$ cat src/rtl/log2_frac_iter.sv
// log2_frac_iter: iterative bfloat16 log2 producing {unbiased exponent, FRAC_BITS fraction bits}
// via a square-and-compare recurrence on the normalised mantissa, one bit per cycle.
module log2_frac_iter #(
    parameter int FRAC_BITS = 8,
    parameter int EXP_BIAS  = 127
) (
    input  logic                   clk,
    input  logic                   rst,
    input  logic                   in_valid,
    output logic                   in_ready,
    input  logic [7:0]             exp_in,
    input  logic [6:0]             frac_in,
    output logic                   out_valid,
    input  logic                   out_ready,
    output logic [8+FRAC_BITS-1:0] log_out,
    output logic                   flag_zero,
    output logic                   flag_nan
);
    typedef enum logic [1:0] {IDLE, CALC, DONE} state_t;
    state_t state, state_nx;
    logic [7:0] m, m_nx, int_part;
    logic [15:0] p;
    logic [FRAC_BITS-1:0] frac, frac_sh;
    logic [4:0] cnt;
    logic special, last;
    assign p = 16'(m) * 16'(m);
    assign m_nx = p[15] ? p[15:8] : p[14:7];
    assign frac_sh = FRAC_BITS'({frac, p[15]});
    assign last = cnt == 5'(FRAC_BITS - 1);
    assign special = exp_in == 8'h00 || exp_in == 8'hFF;
    assign in_ready = state == IDLE && !rst;
    always_ff @(posedge clk) begin
        if (rst) state <= IDLE;
        else state <= state_nx;
    end
    always_comb begin
        state_nx = state;
        state_nx = (state == IDLE && in_valid) ? (special ? DONE : CALC) :
                   (state == CALC && last) ? DONE :
                   (state == DONE && out_valid && out_ready) ? IDLE : state;
    end
    // Specials enter DONE at once; out_valid is raised one edge later from DONE itself.
    always_ff @(posedge clk) begin
        if (rst) begin
            m         <= '0;
            int_part  <= '0;
            frac      <= '0;
            cnt       <= '0;
            log_out   <= '0;
            out_valid <= 1'b0;
            flag_zero <= 1'b0;
            flag_nan  <= 1'b0;
        end else begin
            case (state)
                IDLE: if (in_valid) begin
                    int_part  <= exp_in - 8'(EXP_BIAS);
                    m         <= {1'b1, frac_in};
                    frac      <= '0;
                    cnt       <= '0;
                    log_out   <= '0;
                    flag_zero <= exp_in == 8'h00;
                    flag_nan  <= exp_in == 8'hFF;
                end
                CALC: begin
                    m    <= m_nx;
                    frac <= frac_sh;
                    cnt  <= cnt + 5'd1;
                    if (last) begin
                        log_out   <= {int_part, frac_sh};
                        out_valid <= 1'b1;
                    end
                end
                DONE: out_valid <= !(out_valid && out_ready);
                default: ;
            endcase
        end
    end
endmodule

$ cat config.mk
export PLATFORM = sky130hd
export DESIGN_NAME = log2_frac_iter
export DESIGN_NICKNAME = d
export VERILOG_FILES = /design/src/rtl/log2_frac_iter.sv
export SDC_FILE = /design/constraint.sdc
export NUM_CORES = 1
export LEC_CHECK = 0
export ABC_AREA = 1
export BUFFER_PORTS_ARGS = -buffer_cell sky130_fd_sc_hd__buf_2
export CAP_MARGIN = 0
export CORE_MARGIN = 5
export CORE_UTILIZATION = 46
export DETAILED_ROUTE_END_ITERATION = 10
export PLACE_DENSITY = 0.67
export SYNTH_ARGS = -nofsm -noshare
export SYNTH_HDL_FRONTEND = slang
export SYNTH_SLANG_ARGS = --single-unit
$ cat constraint.sdc
create_clock -name clk -period 3.8 [get_ports clk]
set_input_delay 1.14 -clock clk [delete_from_list [all_inputs] [get_ports clk]]
set_output_delay 1.14 -clock clk [all_outputs]
set_load 0.05 [all_outputs]
==> impl_metrics.yaml <==
status:
  outcome: "finished, violations left"
  violations: "negative setup slack"
setup_path:
  critPathLaunchType: "flop"
  rr_worst_depth: 21
  worst-setup-path-type: "flop to flop"
  crit_path_max_fanout: 7
  cp.required_ns: 4.00
  arrival_ns: 4.24
  endpoint_kind: "flop"
power:
  vdd_drop_max_mv: 0.192
  power_mw: 1.56
  power_density_nw_per_um2: 322
  leakagePower_nw: 2.61
final_layout:
  antenna_cells: 0
  syn_to_final_growth_pct: 21.5
  nNetsFinal: 695
  drive_gt1_share_pct: 26.7
  stdcell_area_um2: 4850
floorplanning:
  io_pins: 39
  start_util_pct: 46.5
  num_rows: 34
  die-area_um2: 10600
  placeableCoreArea_um2: 8590
  die-height_um: 103
  die_w_um: 103
routing:
  drt_wl_total_um: 9200
  wire_per_inst_um: 12.7
  vias_per_cell: 4.96
  drt_iter0_drc: 131
  ant_nets: 0
  drt-pass1-iter-count: 4
  num_vias: 3604
  drc: 0
synthesis:
  ys_seq_area_share_pct: 24.6
  syn_avg_cell_area_um2: 7.17
  ys_ff_latch: 49
  synth_area_um2: 3990
  async_flop_share_pct: 0
  ys_warn_count: 0
  synth_cell_types: 36
  syn-instance-count: 557
  ys.flop_type: "dfxtp_1"
  synth_edf_count: 0
  syn_nets: 632
cts:
  clk_pin_slew_ns: 0.08
  root_buffer: "clkbuf_8"
  cts_buffers: 5
  ctsHoldBuffers: 0
  h-tree-depth: 2
  clock-sinks: 49
  cts_tree: "yes"
  insertion_delay_ns: 0.29
  clk_path_buf_depth: 2
sta:
  setup_viol: 10
  slew_headroom_pct: 53.2
  tns_ns: -2.16
  drv_slew: 0
  hold_viol_final: 0
  fin_crit_sh_pct: 106
  post-route-min-period_ns: 4.04
  rsz0062_at_grt: "yes"
  tightest_slew_ns: 0.701
  max_freq_mhz: 247
  worst_slack_ns: -0.243
  final.setup_skew_ns: 0.00419
job:
  maxCapViolations: 0
placed_design:
  gp_congestion: 0.913
  placed_cell_area_um2: 4530
  io_buffer_count: 38
  hpwl_um: 7090
global_routing:
  grt_use_total_pct: 17.7
  antenna_found_initial: 0
  gr-total-overflow: 0
  grt_pass1_wl_um: 15400
  first_global_vias: 3417
  grt_max_degree: 38
hold_path:
  hold_class: "flop to flop"
  holdPathStages: 2
worst paths after layout:
check | from | end | slack [ns]
hold / removal | frac[1]$_SDFFE_PP0P_ | frac[1]$_SDFFE_PP0P_ | 0.47
hold reg to reg | frac[1]$_SDFFE_PP0P_ | frac[1]$_SDFFE_PP0P_ | 0.47
setup reg to reg | m[6]$_SDFFE_PP0P_ | m[2]$_SDFFE_PP0P_ | -0.24
setup / recovery | m[6]$_SDFFE_PP0P_ | m[2]$_SDFFE_PP0P_ | -0.24
critical path, cell delays in order (launching register included):
cell	delay, ns
dfxtp_4	0.40
nand2_2	0.08
fa_1	0.53
inv_2	0.06
fa_1	0.47
fa_1	0.50
inv_1	0.05
fa_1	0.49
inv_2	0.05
ha_4	0.25
nand2_2	0.08
inv_2	0.04
nand2_2	0.06
nand2_2	0.07
a21oi_4	0.26
nand2_4	0.10
nand2_2	0.10
nand2_4	0.09
nand3_1	0.10
nand3_2	0.08
nand2_1	0.07
inv_1	0.03
metrics by stage:
step	utilization (%)	std cells	hold WS (ns)	worst slack, ns
finish	56.5	727	0.466	-0.243
global route	56.5	727	0.492	-0.374
floorplan	-	557	0.439	0.00601
CTS	54.7	724	0.469	-0.145
global placement	52.7	714	0.449	-0.193
detailed placement	52.7	714	0.457	-0.263
layer usage:
layer  wire length [um]  global-route usage (%)  up-vias
li1                   -                       -     1872
met1               4350                    25.1     1656
met2               4390                    29.4       70
met3                406                    2.88        6
met4                 53                    2.39        0
met5                  0                       0        -
Yosys cell counts, drive strengths merged, types with 6 or more instances:
master | instances | area share, %
a21oi | 48 | 6.1
buf | 10 | 1.5
clkbuf | 11 | 1.0
dfxtp | 49 | 25
fa | 24 | 12
ha | 32 | 10
inv | 112 | 11
nand2 | 112 | 11
nand3 | 43 | 6.0
nand4 | 6 | 1.1
nor2 | 40 | 4.6
o21ai | 39 | 5.0
xor2 | 12 | 2.6
registers in the layout, summed over array words and instances, names as in the netlist:
| register | count |
|---|---|
| cnt | 5 |
| flag_nan | 1 |
| flag_zero | 1 |
| frac | 7 |
| int_part | 8 |
| log_out | 16 |
| m | 8 |
| out_valid | 1 |
| state | 2 |
where the power goes:
part	switching [mW]	internal (mW)	total, mW
registers	0.0321	0.550	0.582
clock network	0.160	0.121	0.281
logic	0.418	0.281	0.699
total	0.610	0.953	1.56
cells in the final DEF (no fill, tap or decap), types with 2 or more instances in the layout:
cell type,n
nor2_2,4
buf_6,2
buf_4,36
nand3_2,15
buf_2,38
a21oi_1,44
inv_1,98
xnor2_2,2
clkbuf_8,5
dfxtp_1,42
xor2_1,11
nor2_1,34
a211oi_1,2
nand2_4,7
ha_4,3
nor3_1,2
a21oi_2,3
o21a_1,2
nand2_1,89
fa_1,23
dfxtp_4,6
inv_2,14
nand3_1,27
nand2_2,16
xnor2_1,2
nand4_1,5
nor2_8,2
o21ai_0,38
ha_1,29
cell families (layout without fill, tap and decap cells):
family	Yosys count	after routing	share of synthesized area (%)
and+or+nand+nor	209	210	24.4
adders and majority gates	56	56	22.1
xor gates and xnor gates	16	16	3.51
buffers and inverters	133	194	13.0
AOI/OAI and AO/OA	94	94	12.4
DFF	49	49	24.6
final cells by class:
cell class              count  area [um^2]
clock inverters             1         5.00
repair buffers             76          483
flip-flops and latches     49         1000
inverters                 112          420
fillers                   819         3740
well taps                 108          135
clock buffers               5         68.8
multi-input cells         376         2740
what timing repair did:
item / CTS / global route
resized for setup: 20 / 36
buffers inserted: 3 / 3
pin swaps: 7 / 18
gates cloned: 1 / 0
endpoints found under the setup margin: 10 / 10
No activity file was read; power rests on OpenSTA's default activity.
